<file path="config.mk">
export PLATFORM = sky130hd
export DESIGN_NAME = mult_product_accumulator_flat
export DESIGN_NICKNAME = d
export VERILOG_FILES = /design/src/rtl/mult_product_accumulator_if.sv /design/src/rtl/mult_product_accumulator.sv /design/src/flat_wrapper.sv
export SDC_FILE = /design/constraint.sdc
export NUM_CORES = 1
export LEC_CHECK = 0
export BUFFER_PORTS_ARGS = -buffer_cell sky130_fd_sc_hd__clkbuf_2
export CAP_MARGIN = 15
export CORE_MARGIN = 1
export CORE_UTILIZATION = 31
export CTS_CLUSTER_SIZE = 20
export DETAILED_ROUTE_END_ITERATION = 8
export GPL_ROUTABILITY_DRIVEN = 0
export HOLD_SLACK_MARGIN = 0.15
export PLACE_DENSITY = 0.5
export SLEW_MARGIN = 20
export SYNTH_ARGS = -nofsm -noshare
export SYNTH_HDL_FRONTEND = slang
export SYNTH_SLANG_ARGS = --single-unit
</file>
<file path="constraint.sdc">
create_clock -name clk -period 3 [get_ports clk]
set_clock_uncertainty 0.05 [all_clocks]
set_input_delay 0.45 -clock clk [delete_from_list [all_inputs] [get_ports clk]]
set_output_delay 0.45 -clock clk [all_outputs]
set_load 0.1 [all_outputs]
</file>
<file path="src/rtl/mult_product_accumulator_if.sv">
// ---------------------------------------------------------------------------
// mult_product_accumulator_if
//   Bundles the control, product-input and result-output handshakes of the
//   product accumulator into one interface.
//
//   Signals
//     start       run request, sampled by the accumulator only while idle
//     len         number of products in the run, captured with start
//     prod_valid  product available from the multiplier
//     prod_ready  accumulator accepts a product this cycle
//     prod_data   unsigned product
//     res_valid   result held and valid
//     res_ready   consumer takes the result
//     res_data    accumulated sum (modulo 2**ACC_W)
//     res_ovf     sticky carry-out seen during the run
//     busy        accumulator is in a run or holding a result
//
//   Modports
//     master  producer/consumer side (drives start, len, products, res_ready)
//     slave   accumulator side
// ---------------------------------------------------------------------------
interface mult_product_accumulator_if #(
  parameter int PROD_W = 8,
  parameter int ACC_W  = 12,
  parameter int LEN_W  = 5
);
  logic              start;
  logic [LEN_W-1:0]  len;
  logic              prod_valid;
  logic              prod_ready;
  logic [PROD_W-1:0] prod_data;
  logic              res_valid;
  logic              res_ready;
  logic [ACC_W-1:0]  res_data;
  logic              res_ovf;
  logic              busy;

  modport master (
    output start, len, prod_valid, prod_data, res_ready,
    input  prod_ready, res_valid, res_data, res_ovf, busy
  );

  modport slave (
    input  start, len, prod_valid, prod_data, res_ready,
    output prod_ready, res_valid, res_data, res_ovf, busy
  );
endinterface

</file>
<file path="src/rtl/mult_product_accumulator.sv">
// ---------------------------------------------------------------------------
// mult_product_accumulator
//   Sums a programmed number of unsigned products from the 4x4 array
//   multiplier (dot-product style MAC) and presents the sum with a sticky
//   overflow flag on a valid/ready result port.
//
//   Ports
//     clk   in  clock, all logic on the rising edge
//     rst   in  synchronous reset, active-high
//     bus   slave modport of mult_product_accumulator_if
//             (start/len, prod_valid/prod_ready/prod_data,
//              res_valid/res_ready/res_data/res_ovf, busy)
//
//   Operation
//     IDLE  -> start captures len and clears the sum; len==0 skips to HOLD.
//     ACCUM -> prod_ready high; each transfer adds one product and counts
//              down; the transfer that takes the count from 1 ends the run.
//     HOLD  -> res_valid high with the sum stable until res_ready.
//   All outputs are decoded from registered state, so there is no
//   combinational path from any input to any output.
// ---------------------------------------------------------------------------
module mult_product_accumulator #(
  parameter int PROD_W = 8,
  parameter int ACC_W  = 12,
  parameter int LEN_W  = 5
) (
  input  logic                         clk,
  input  logic                         rst,
  mult_product_accumulator_if.slave    bus
);

  localparam logic [1:0] S_IDLE  = 2'd0;
  localparam logic [1:0] S_ACCUM = 2'd1;
  localparam logic [1:0] S_HOLD  = 2'd2;

  logic [1:0]       r_state;
  logic [ACC_W-1:0] r_acc;
  logic [LEN_W-1:0] r_cnt;
  logic             r_ovf;

  logic             w_xfer;
  logic [ACC_W:0]   w_sum;

  // prod_ready is a pure state decode, so a transfer is just valid in ACCUM.
  assign w_xfer = (r_state == S_ACCUM) && bus.prod_valid;

  // One bit wider than the accumulator so the carry-out lands in w_sum[ACC_W].
  assign w_sum  = {1'b0, r_acc} + (ACC_W + 1)'(bus.prod_data);

  assign bus.prod_ready = (r_state == S_ACCUM);
  assign bus.res_valid  = (r_state == S_HOLD);
  assign bus.res_data   = r_acc;
  assign bus.res_ovf    = r_ovf;
  assign bus.busy       = (r_state != S_IDLE);

  // NOTE: every register here updates with <= so all of them see the values
  // from before the edge; mixing in = would make the result depend on
  // statement order within the block.
  always_ff @(posedge clk) begin
    if (rst) begin
      r_state <= S_IDLE;
      r_acc   <= '0;
      r_cnt   <= '0;
      r_ovf   <= 1'b0;
    end else begin
      case (r_state)
        S_IDLE: begin
          // The previous result stays visible until a new run clears it.
          if (bus.start) begin
            r_acc   <= '0;
            r_ovf   <= 1'b0;
            r_cnt   <= bus.len;
            r_state <= (bus.len == '0) ? S_HOLD : S_ACCUM;
          end
        end
        S_ACCUM: begin
          if (w_xfer) begin
            r_acc <= w_sum[ACC_W-1:0];
            r_ovf <= r_ovf | w_sum[ACC_W];
            r_cnt <= r_cnt - LEN_W'(1);
            if (r_cnt == LEN_W'(1)) begin
              r_state <= S_HOLD;
            end
          end
        end
        S_HOLD: begin
          if (bus.res_ready) begin
            r_state <= S_IDLE;
          end
        end
        default: begin
          r_state <= S_IDLE;
        end
      endcase
    end
  end

endmodule

</file>
<file path="src/flat_wrapper.sv">
// flat-port wrapper written by rule: the top's interface ports become plain ports
module mult_product_accumulator_flat 
#(
  parameter int PROD_W = 8,
  parameter int ACC_W  = 12,
  parameter int LEN_W  = 5
)
  (clk, rst, bus_start, bus_len, bus_prod_valid, bus_prod_data, bus_res_ready, bus_prod_ready, bus_res_valid, bus_res_data, bus_res_ovf, bus_busy);
  mult_product_accumulator_if #(.PROD_W(PROD_W), .ACC_W(ACC_W), .LEN_W(LEN_W)) bus_i ();
  input  logic clk;
  input  logic rst;
  input wire logic [$bits(bus_i.start)-1:0] bus_start;
  input wire logic [$bits(bus_i.len)-1:0] bus_len;
  input wire logic [$bits(bus_i.prod_valid)-1:0] bus_prod_valid;
  input wire logic [$bits(bus_i.prod_data)-1:0] bus_prod_data;
  input wire logic [$bits(bus_i.res_ready)-1:0] bus_res_ready;
  output wire logic [$bits(bus_i.prod_ready)-1:0] bus_prod_ready;
  output wire logic [$bits(bus_i.res_valid)-1:0] bus_res_valid;
  output wire logic [$bits(bus_i.res_data)-1:0] bus_res_data;
  output wire logic [$bits(bus_i.res_ovf)-1:0] bus_res_ovf;
  output wire logic [$bits(bus_i.busy)-1:0] bus_busy;
  assign bus_i.start = bus_start;
  assign bus_i.len = bus_len;
  assign bus_i.prod_valid = bus_prod_valid;
  assign bus_i.prod_data = bus_prod_data;
  assign bus_i.res_ready = bus_res_ready;
  assign bus_prod_ready = bus_i.prod_ready;
  assign bus_res_valid = bus_i.res_valid;
  assign bus_res_data = bus_i.res_data;
  assign bus_res_ovf = bus_i.res_ovf;
  assign bus_busy = bus_i.busy;
  mult_product_accumulator #(.PROD_W(PROD_W), .ACC_W(ACC_W), .LEN_W(LEN_W)) u_core (.clk(clk), .rst(rst), .bus(bus_i));
endmodule
</file>
[Word-level counts from Yosys, hierarchy flattened]
Cells that the tools add are included.
Operators by class
  mux-type cells: 15
  eq/ne operators: 7
  reduce and logical (&&, ||, !) cells: 7
  bitwise operators: 1
  $add $sub $neg: 2
Operators by type and width (number)
  12-bit 2-to-1 mux: 2
  12-bit one-hot mux with 2 select lines: 1
  12-bit by 8-bit adder with 13-bit output: 1
  2-bit 2-to-1 mux: 5
  5-bit 2-to-1 mux: 2
  5-bit one-hot mux with 2 select lines: 1
  2-bit one-hot mux with 3 select lines: 1
  5-bit by 1-bit equality test with 1-bit output (second input constant): 1
  5-bit logical NOT: 1
  5-bit by 1-bit subtractor with 5-bit output (second input constant): 1
  2-bit by 1-bit != test with 1-bit output (second input constant): 2
  2-bit != test (second input constant): 2
  4-bit AND reduction: 1
  2-bit nonzero test: 2
  3-bit AND reduction: 1
  2-bit by 1-bit equality test with 1-bit output (second input constant): 1
  2-bit equality test (second input constant): 1
  2-bit logical NOT: 1
  1-bit 2-to-1 mux: 2
  1-bit one-hot mux with 2 select lines: 1
  1-bit logical AND: 1
  1-bit OR: 1
Word-level totals
  register bits after elaboration: 20
  input bits: 18
  logic and storage cells: 36
  output and inout bits: 16

[Longest topological paths before layout]
Gate-level depths: netlist of the first run.
  depth in word-level cells: 4
  depth in mapped cells: 7
  depth with buffers taken out: 7

[Worst setup path before layout of the first run]
Ideal clock, no wire load.
  kind: register to register
  start point: reg u_core.r_acc[0], in the netlist u_core.bus.res_data[0]
  end point: reg u_core.r_acc[10], in the netlist u_core.bus.res_data[10]
  clock period less this slack: 2.594 ns
  stages on the path, launching flop included: 7
  arrival: 2.428 ns
  required time: 2.834 ns
  buffers on the path: 0
  library setup time: 0.116 ns
  slack: 0.406 ns
  cells stage by stage: dfxtp_1 ha_1 fa_1 a21o_1 a221oi_1 o22ai_1 a41o_2
On the way
  word-level cells in the longest chain between the ends: 3
RTL lines
  from (decl): line mult_product_accumulator.sv:37  | logic [ACC_W-1:0] r_acc;
  from (signal assigned): line mult_product_accumulator.sv:78  | r_acc <= w_sum[ACC_W-1:0];
  12-bit by 8-bit adder with 13-bit output: line mult_product_accumulator.sv:48  | assign w_sum = {1'b0, r_acc} + (ACC_W + 1)'(bus.prod_data);
  12-bit 2-to-1 mux: line mult_product_accumulator.sv:77  | if (w_xfer) begin
  12-bit one-hot mux with 2 select lines: line mult_product_accumulator.sv:66  | case (r_state)
No other way between the ends. The select of a mux whose other input is x is not followed.
A chain may end at the register's enable or synchronous reset.

[Worst setup path in the final report of the first run]
Same ends and word-level chain as after synthesis.

==> reports/qor.csv, run 1 <==
stage,metric,value,unit
sta,Slew Limit Fails,0,
logic_synthesis,"EDFF count, synth",0,
layout,Fillers,399,
sta,"Period Utilization, post-route",75.23,%
setup_path,Critical-path top delay cell,a221oi_1,
setup_path,CP endpoint kind,register,
floorplan,full die area,4373,sq um
clock_network,Root Driver,clkbuf_8,
job,max-cap violations,0,
layout,Post-Layout Cell Count,225,
place,post-placement setup slack,0.5530,ns
layout,"Design Area, Final",1509,sq um
detailed_routing,DR WL/cell,13.18,um
detailed_routing,initial drt markers,23,
detailed_routing,Antenna Nets Post-Route,0,
pwr,Design Power,0.8912,mW
sta,Slew Limit Headroom,36.20,%
global_routing,GR Overflow Total,0,
global_routing,met1 Resource Use GR,18.26,%
pwr,Pleak,0.7019,nW
pwr,VDD IR max,0.0002085,V
layout,# diodes,0,
setup_path,crit-path max cell delay,0.44,ns
layout,FF/Latch Area,400.4,sq um
logic_synthesis,top cell type's share of synthesized area,31.40,%
clock_network,CTS resizes,0,
floorplan,Starting Density,33.56,%
clock_network,Clock Pin Slew Worst Setup and Hold Paths,0.07,ns
min_path,HP Class,input pin to register,
detailed_routing,Pre-antenna DRT Iters,4,
global_routing,Total GRT Usage,14.84,%
setup_path,crit-path cells,ha_1 -> fa_1 -> a21o_1 -> a221oi_1 -> o22ai_1 -> a41o_2,
global_routing,met3 Use GR,3.621,%
global_routing,vias in the first global route,1076,
setup_path,CP Max Fanout,3,
logic_synthesis,Syn Area/Cell,8.673,sq um
logic_synthesis,largest area contributor in the netlist,dfxtp_1,
global_routing,GR peak layer,met2,
sta,actual slew at the worst max-slew pin,0.9534,ns
clock_network,CTS Buf Count,3,
floorplan,chip height,66.13,um
floorplan,Core Area,3799,sq um
logic_synthesis,Synth Cell Area,1275,sq um
sta,RSZ-0062 raised after global routing,false,
clock_network,postcts setup bufs,0,
setup_path,critical path class,register to register,
setup_path,worst path bufs/invs,0,
setup_path,Crit path arrival time,2.36,ns
global_routing,largest net degree at the start of global routing,19,
sta,# setup viols final,0,
detailed_routing,routed vias,1186,
floorplan,Die X-Extent,66.13,um
logic_synthesis,count of cell types in the netlist,45,
detailed_routing,Routed WL,2965,um
logic_synthesis,Synth Flop Type,dfxtp_1,
sta,fmax,443.1,MHz
global_routing,met2 usage,25.89,%
clock_network,hold_buf cts,0,
run_status,status,"complete, no violations",
sta,Setup TNS Final,0,ns
logic_synthesis,synth top area cells,"dfxtp_1 31%, ha_1 9.8%, nor2_1 5.9%, a21oi_1 3.1%, a21o_1 2.9%",
sta,min Tclk post-route,2.257,ns
setup_path,startpoint types,register,
clock_network,clk_lat worst skew,0.25,ns
logic_synthesis,Mapped Cells,147,
place,IO Port Bufs,33,
detailed_routing,via-per-instance ratio,5.271,
place,placed inst area,1468,sq um
logic_synthesis,Yosys reg bits,20,
global_routing,initial antenna violation count,0,
layout,layout cells sized above 1,25.42,%
layout,Syn-to-layout area delta,18.35,%
logic_synthesis,YS warnings,0,
clock_network,TritonCTS clock tree,yes,
floorplan,site row count,22,
layout,Multi-input gate area,823.3,sq um
logic_synthesis,Synth top cells by count,"20 x dfxtp_1, 20 x nor2_1, 10 x ha_1, 9 x nand2_1, 8 x a21oi_1",
pwr,Pwr Density,590.6,nW/um^2
logic_synthesis,net count after synthesis,176,
clock_network,number of clock sinks,20,
sta,final hold vios,0,
logic_synthesis,sequential area share after synthesis,31.40,%
clock_network,worst-case clock buffer depth,2,
logic_synthesis,ys async rst share,0,%
sta,worst hold slack,0.4073,ns
global_routing,first-pass GRT wire length,4940,um
floorplan,I/O Pins,34,
layout,fin util,39.72,%
sta,"Worst Setup Slack, final",0.7430,ns
clock_network,H-tree depth,1,
place,# placed instances,222,
setup_path,WP data required,3.10,ns
layout,Post-layout nets,208,
detailed_routing,DRC viols,0,
place,DP HPWL,2282,um
setup_path,"delay-heaviest family, CP",compound AO/OA/AOI/OAI gates,
-- path summary, 6_finish.rpt --
check / startpoint / end / slack (ns) / cells past startpoint
worst min register to register: u_core.bus.res_ovf / u_core.bus.res_ovf / 0.44 / 2
worst max-delay path: u_core.bus.res_data[0] / u_core.bus.res_data[10] / 0.74 / 6
worst min-delay path: bus_len[0] / u_core.r_cnt[0] / 0.41 / 3
worst max register to register: u_core.bus.res_data[0] / u_core.bus.res_data[10] / 0.74 / 6
-- layout make-up --
type	count	area share, %
Tap cell	48	3.980
Sequential cell	20	26.53
Clock buffer	3	2.736
Inverter	5	1.244
Timing Repair Buffer	33	10.95
Multi-Input combinational cell	116	54.56
-- worst reg2reg max path: stages (launching register included) --
cell,delay (ns)
dfxtp_1,0.33
ha_1,0.24
fa_1,0.40
a21o_1,0.19
a221oi_1,0.44
o22ai_1,0.20
a41o_2,0.30
-- state kept, by name, summed over array words and instances (netlist names) --
signal               cells
u_core.bus.res_data     12
u_core.r_state           2
u_core.r_cnt             5
u_core.bus.res_ovf       1
-- power breakdown --
part	switching (mW)	leakage (nW)	internal [mW]
combinational	0.272	0.518	0.120
sequential	0.0329	0.163	0.292
clock	0.0849	0.0216	0.0893
-- logic make-up after synthesis --
logic type | after synthesis | share of synthesized area, %
AND/OR/NAND/NOR | 52 | 22.87
AO/OA/AOI/OAI | 45 | 24.73
flip-flops | 20 | 31.40
buffers and inverters | 11 | 4.024
adder cells (fa/ha/maj) | 11 | 11.38
XOR/XNOR | 7 | 4.809
multiplexers | 1 | 0.7851
-- layout by cell type (no fill, tap or decap), types with 4 or more instances in the layout --
master,instances
nand2_1,9
a21o_1,5
a221oi_1,4
xnor2_1,4
a22oi_1,5
a31oi_1,4
ha_1,10
dfxtp_1,20
inv_1,5
nor2_1,20
a21oi_1,8
clkbuf_2,33
-- layer usage --
metal	vias to the layer above	wire length, um
li1	603	-
met1	563	1415
met2	18	1451
met3	2	83
met4	0	14
met5	-	0
(Power assumes the default switching activity.)
==> inputs of run 2 (changes only) <==
==> constraint.sdc (replaced) <==
create_clock -name clk -period 2.12 [get_ports clk]
set_clock_uncertainty 0.05 [all_clocks]
set_input_delay 0.318 -clock clk [delete_from_list [all_inputs] [get_ports clk]]
set_output_delay 0.318 -clock clk [all_outputs]
set_load 0.1 [all_outputs]
==> reports/qor.csv, run 2 (synthesized netlist as in run 1, its figures left out) <==
stage,metric,value,unit,change
sta,Slew Limit Fails,0,,unchanged
setup_path,crit-path cells,ha_2 -> fa_2 -> a21o_1 -> a221oi_4 -> o22ai_2 -> a41o_2,,was ha_1 -> fa_1 -> a21o_1 -> a221oi_1 -> o22ai_1 -> a41o_2
sta,final hold vios,0,,unchanged
layout,Syn-to-layout area delta,26.59,%,was 18.35%
layout,Post-layout nets,214,,was 208
layout,Post-Layout Cell Count,232,,was 225
floorplan,Die X-Extent,66.13,um,unchanged
layout,most frequent cells in the layout,"32 x clkbuf_2, 19 x nor2_1, 12 x dfxtp_1, 9 x nand2_1, 9 x ha_1",,"was 33 x clkbuf_2, 20 x nor2_1, 20 x dfxtp_1, 10 x ha_1, 9 x nand2_1"
global_routing,vias in the first global route,1119,,was 1076
clock_network,TritonCTS clock tree,yes,,unchanged
pwr,Design Power,1.344,mW,was 0.8912 mW
layout,layout cells sized above 1,35.33,%,was 25.42%
run_status,status,"complete, no violations",,unchanged
layout,FF/Latch Area,412.9,sq um,was 400.4 sq um
setup_path,CP Max Fanout,3,,unchanged
floorplan,full die area,4373,sq um,unchanged
layout,fin util,42.49,%,was 39.72%
detailed_routing,via-per-instance ratio,5.172,,was 5.271
setup_path,crit-path max cell delay,0.35,ns,was 0.44 ns
sta,# setup viols final,0,,unchanged
sta,RSZ-0062 raised after global routing,false,,unchanged
detailed_routing,Routed WL,3046,um,was 2965 um
min_path,HP Class,input pin to register,,unchanged
detailed_routing,routed vias,1200,,was 1186
clock_network,Clock Pin Slew Worst Setup and Hold Paths,0.08,ns,was 0.07 ns
layout,Multi-input gate area,854.6,sq um,was 823.3 sq um
global_routing,initial antenna violation count,0,,unchanged
clock_network,CTS Buf Count,3,,unchanged
pwr,Pwr Density,832.6,nW/um^2,was 590.6 nW/um^2
setup_path,WP data required,2.22,ns,was 3.10 ns
global_routing,first-pass GRT wire length,5161,um,was 4940 um
global_routing,Total GRT Usage,15.34,%,was 14.84%
clock_network,number of clock sinks,20,,unchanged
job,max-cap violations,0,,unchanged
clock_network,worst-case clock buffer depth,2,,unchanged
detailed_routing,DR WL/cell,13.13,um,was 13.18 um
setup_path,Crit path arrival time,2.08,ns,was 2.36 ns
detailed_routing,DRC viols,0,,unchanged
layout,"Design Area, Final",1614,sq um,was 1509 sq um
setup_path,"delay-heaviest family, CP",compound AO/OA/AOI/OAI gates,,unchanged
place,# placed instances,227,,was 222
global_routing,largest net degree at the start of global routing,18,,was 19
pwr,VDD IR max,0.0002822,V,was 0.0002085 V
sta,worst hold slack,0.2672,ns,was 0.4073 ns
place,IO Port Bufs,33,,unchanged
setup_path,Critical-path top delay cell,dfxtp_4,,was a221oi_1
setup_path,critical path class,register to register,,unchanged
sta,Slew Limit Headroom,35.33,%,was 36.20%
pwr,Pleak,0.7444,nW,was 0.7019 nW
setup_path,worst path bufs/invs,0,,unchanged
sta,actual slew at the worst max-slew pin,0.9665,ns,was 0.9534 ns
floorplan,Core Area,3799,sq um,unchanged
layout,Fillers,403,,was 399
global_routing,GR Overflow Total,0,,unchanged
place,post-placement setup slack,-0.04753,ns,was 0.5530 ns
sta,fmax,505.3,MHz,was 443.1 MHz
detailed_routing,Antenna Nets Post-Route,0,,unchanged
floorplan,chip height,66.13,um,unchanged
place,DP HPWL,2346,um,was 2282 um
setup_path,CP endpoint kind,register,,unchanged
layout,max FFs per register,12,,unchanged
clock_network,clk_lat worst skew,0.26,ns,was 0.25 ns
sta,"Worst Setup Slack, final",0.1410,ns,was 0.7430 ns
sta,min Tclk post-route,1.979,ns,was 2.257 ns
floorplan,I/O Pins,34,,unchanged
place,placed inst area,1529,sq um,was 1468 sq um
clock_network,H-tree depth,1,,unchanged
floorplan,Starting Density,33.56,%,unchanged
layout,"commonest non-fill, non-tap cell in the layout",clkbuf_2,,unchanged
sta,"Period Utilization, post-route",93.35,%,was 75.23%
layout,# diodes,0,,unchanged
detailed_routing,initial drt markers,46,,was 23
sta,Setup TNS Final,0,ns,unchanged
clock_network,Root Driver,clkbuf_8,,unchanged
setup_path,startpoint types,register,,unchanged
detailed_routing,Pre-antenna DRT Iters,4,,unchanged
floorplan,site row count,22,,unchanged
[run 2: cell count changes in the layout (fill, tap and decap cells not counted), sizes merged]
| cell | delta |
|---|---|
| buf | +7 |
[run 2: layout make-up]
cell class / instances / share of cell area (%)
Clock buffer: 4 / 3.411
Sequential cell: 20 / 25.58
Tap cell: 48 / 3.721
Inverter: 5 / 1.163
Multi-Input combinational cell: 116 / 52.95
Timing Repair Buffer: 39 / 13.18
[run 2: path summary, 6_finish.rpt]
kind	startpoint	endpoint	slack [ns]	cells after the start
worst max-delay path	u_core.bus.res_data[0]	u_core.bus.res_data[10]	0.14	6
worst max register to register	u_core.bus.res_data[0]	u_core.bus.res_data[10]	0.14	6
worst min-delay path	bus_len[0]	u_core.r_cnt[0]	0.27	3
worst min register to register	u_core.bus.res_data[7]	u_core.bus.res_data[7]	0.43	2
[run 2: where the power goes]
part / leakage [nW] / internal [mW] / total, mW / switching (mW)
clock: 0.0288 / 0.165 / 0.294 / 0.129
sequential: 0.167 / 0.414 / 0.462 / 0.0483
combinational: 0.549 / 0.194 / 0.587 / 0.394
total: 0.744 / 0.773 / 1.34 / 0.571
[run 2: worst min-delay path, stage by stage]
cell	delay [ns]
clkbuf_2	0.09
a221oi_1	0.07
nor2_1	0.07
[run 2: timing repair]
action,CTS,global route
pin swaps,1,3
hold buffers,0,0
resized for setup,1,3
setup buffers,0,1
endpoints found under the setup margin,1,4
[run 2: per-layer routing]
metal	global-route usage (%)	up-vias	wire length [um]
li1	-	616	-
met1	20.98	558	1430
met2	24.74	24	1473
met3	1.552	2	119
met4	5.585	0	23
met5	0	-	0
==> inputs of run 3 (changes only) <==
--- a/config.mk
+++ b/config.mk
@@ -5,15 +5,16 @@
 export SDC_FILE = /design/constraint.sdc
 export NUM_CORES = 1
 export LEC_CHECK = 0
+export ABC_CLOCK_PERIOD_IN_PS = 2120
 export BUFFER_PORTS_ARGS = -buffer_cell sky130_fd_sc_hd__clkbuf_2
 export CAP_MARGIN = 15
 export CORE_MARGIN = 1
-export CORE_UTILIZATION = 31
+export CORE_UTILIZATION = 52
 export CTS_CLUSTER_SIZE = 20
 export DETAILED_ROUTE_END_ITERATION = 8
 export GPL_ROUTABILITY_DRIVEN = 0
 export HOLD_SLACK_MARGIN = 0.15
-export PLACE_DENSITY = 0.5
+export PLACE_DENSITY = 0.77
 export SLEW_MARGIN = 20
 export SYNTH_ARGS = -nofsm -noshare
 export SYNTH_HDL_FRONTEND = slang
==> constraint.sdc (replaced) <==
create_clock -name clk -period 2.12 [get_ports clk]
set_clock_uncertainty 0.05 [all_clocks]
set_input_delay 0.424 -clock clk [delete_from_list [all_inputs] [get_ports clk]]
set_output_delay 0.424 -clock clk [all_outputs]
set_load 0.1 [all_outputs]
==> reports/qor.csv, run 3 (synthesized netlist as in run 1, its figures left out) <==
stage,metric,value,unit,change
floorplan,full die area,2654,sq um,was 4373 sq um
detailed_routing,DR WL/cell,14.34,um,was 13.13 um
sta,RSZ-0062 raised after global routing,false,,unchanged
place,placed inst area,1509,sq um,was 1529 sq um
sta,"Period Utilization, post-route",96.36,%,was 93.35%
layout,"Design Area, Final",1560,sq um,was 1614 sq um
layout,Post-Layout Cell Count,210,,was 232
clock_network,Root Driver,clkbuf_4,,was clkbuf_8
sta,Slew Limit Fails,0,,unchanged
detailed_routing,initial drt markers,27,,was 46
min_path,HP Class,input pin to register,,unchanged
run_status,status,"complete, no violations",,unchanged
sta,fmax,489.5,MHz,was 505.3 MHz
sta,# setup viols final,0,,unchanged
global_routing,Total GRT Usage,25.63,%,was 15.34%
detailed_routing,met2 WL post-DR,1533,um,was 1473 um
setup_path,worst setup path end,u_core.bus.res_data[10],,unchanged
pwr,Pwr Density,802.9,nW/um^2,was 832.6 nW/um^2
clock_network,postcts setup bufs,0,,unchanged
layout,"commonest non-fill, non-tap cell in the layout",clkbuf_2,,unchanged
detailed_routing,DRC viols,0,,unchanged
detailed_routing,via-per-instance ratio,5.848,,was 5.172
detailed_routing,M1 wire length,1299,um,was 1430 um
floorplan,Starting Density,56.55,%,was 33.56%
layout,Syn-to-layout area delta,22.38,%,was 26.59%
sta,min Tclk post-route,2.043,ns,was 1.979 ns
clock_network,hold_buf cts,0,,unchanged
setup_path,startpoint types,register,,unchanged
layout,most frequent cells in the layout,"32 x clkbuf_2, 18 x nor2_1, 12 x dfxtp_1, 10 x ha_1, 9 x nand2_1",,"was 32 x clkbuf_2, 19 x nor2_1, 12 x dfxtp_1, 9 x nand2_1, 9 x ha_1"
global_routing,vias in the first global route,1168,,was 1119
clock_network,TritonCTS clock tree,yes,,unchanged
pwr,Pleak,0.7266,nW,was 0.7444 nW
setup_path,Worst Setup SP,u_core.bus.res_data[0],,unchanged
floorplan,Core Area,2255,sq um,was 3799 sq um
floorplan,chip height,51.52,um,was 66.13 um
sta,Slew Limit Headroom,62.63,%,was 35.33%
setup_path,flop2flop setup slack,0.08,ns,was 0.14 ns
detailed_routing,Routed WL,3011,um,was 3046 um
setup_path,Crit path arrival time,2.20,ns,was 2.08 ns
floorplan,site row count,17,,was 22
layout,fin util,69.20,%,was 42.49%
setup_path,worst r2r src,u_core.bus.res_data[0],,unchanged
detailed_routing,DR top layer,met4,,unchanged
place,DP HPWL,2289,um,was 2346 um
clock_network,H-tree depth,1,,unchanged
global_routing,initial antenna violation count,0,,unchanged
setup_path,CP Max Fanout,3,,unchanged
global_routing,GR Overflow Total,0,,unchanged
detailed_routing,routed vias,1228,,was 1200
job,max-cap violations,0,,unchanged
clock_network,number of clock sinks,20,,unchanged
detailed_routing,met3 wire length,133,um,was 119 um
place,# placed instances,206,,was 227
setup_path,worst-case reg-to-reg path depth,6,,unchanged
place,IO Port Bufs,33,,unchanged
clock_network,CTS Buf Count,3,,unchanged
clock_network,clk_lat worst skew,0.31,ns,was 0.26 ns
setup_path,WP data required,2.28,ns,was 2.22 ns
global_routing,largest net degree at the start of global routing,18,,unchanged
pwr,VDD IR max,0.0006233,V,was 0.0002822 V
layout,Post-layout nets,212,,was 214
global_routing,first-pass GRT wire length,5030,um,was 5161 um
floorplan,Die X-Extent,51.52,um,was 66.13 um
detailed_routing,Pre-antenna DRT Iters,4,,unchanged
clock_network,worst-case clock buffer depth,2,,unchanged
setup_path,CP endpoint kind,register,,unchanged
setup_path,critical path class,register to register,,unchanged
layout,layout cells sized above 1,34.62,%,was 35.33%
sta,actual slew at the worst max-slew pin,0.5600,ns,was 0.9665 ns
sta,final hold vios,0,,unchanged
detailed_routing,Antenna Nets Post-Route,0,,unchanged
layout,max FFs per register,12,,unchanged
floorplan,I/O Pins,34,,unchanged
layout,# diodes,0,,unchanged
setup_path,worst r2r dst,u_core.bus.res_data[10],,unchanged
sta,worst hold slack,0.3203,ns,was 0.2672 ns
clock_network,Clock Pin Slew Worst Setup and Hold Paths,0.12,ns,was 0.08 ns
-- run 3: how the worst min path moves through the flow --
| stage | start | to | slack [ns] | cells after the start |
|---|---|---|---|---|
| finish | bus_len[1] | u_core.r_cnt[1] | 0.32 | 3 |
| global route | bus_len[1] | u_core.r_cnt[1] | 0.33 | 3 |
| CTS | bus_len[0] | u_core.r_cnt[0] | 0.32 | 3 |
| detailed placement | u_core.bus.res_ovf | u_core.bus.res_ovf | 0.42 | 2 |
| global placement | u_core.bus.res_ovf | u_core.bus.res_ovf | 0.41 | 2 |
| floorplan | u_core.r_cnt[1] | u_core.r_cnt[1] | 0.44 | 2 |
-- run 3: stage by stage --
stage	setup slack [ns]	power [mW]	setup TNS [ns]
floorplan	-0.01597	0.9366	-0.01842
finish	0.07714	1.253	0
detailed placement	-0.1334	1.056	-0.2597
CTS	0.0002185	1.249	0
global route	0.001507	1.330	0
global placement	-0.07840	1.033	-0.1115
-- run 3: critical path, stage by stage (launching register included) --
cell	delay, ns
dfxtp_4	0.37
ha_1	0.22
fa_2	0.35
a21o_1	0.20
a221oi_4	0.32
o22ai_2	0.16
a41o_2	0.28
-- run 3: per-layer routing --
metal | up-vias | global-route usage, %
met5 | - | 0
met4 | 0 | 10.81
met3 | 4 | 3.801
met2 | 38 | 46.10
met1 | 572 | 29.91
li1 | 614 | -
-- run 3: where the power goes --
part           switching (mW)  total (mW)  internal, mW
registers              0.0502       0.464         0.414
clock network           0.122       0.195        0.0734
logic                   0.398       0.593         0.196
-- run 3: layout make-up --
type	instances	area, sq um
Sequential cell	20	412.9
Inverter	5	18.77
Tap cell	28	35.03
Fill cell	194	694.4
Clock buffer	4	26.28
Multi-Input combinational cell	116	857.1
Timing Repair Buffer	37	210.2
-- run 3: repair_timing --
item / CTS / global route
setup endpoints to repair: 1 / 4
gates resized for setup: 1 / 4
pin swaps: 0 / 2
endpoints found under the hold margin: 0 / 0
gates cloned: 0 / 0
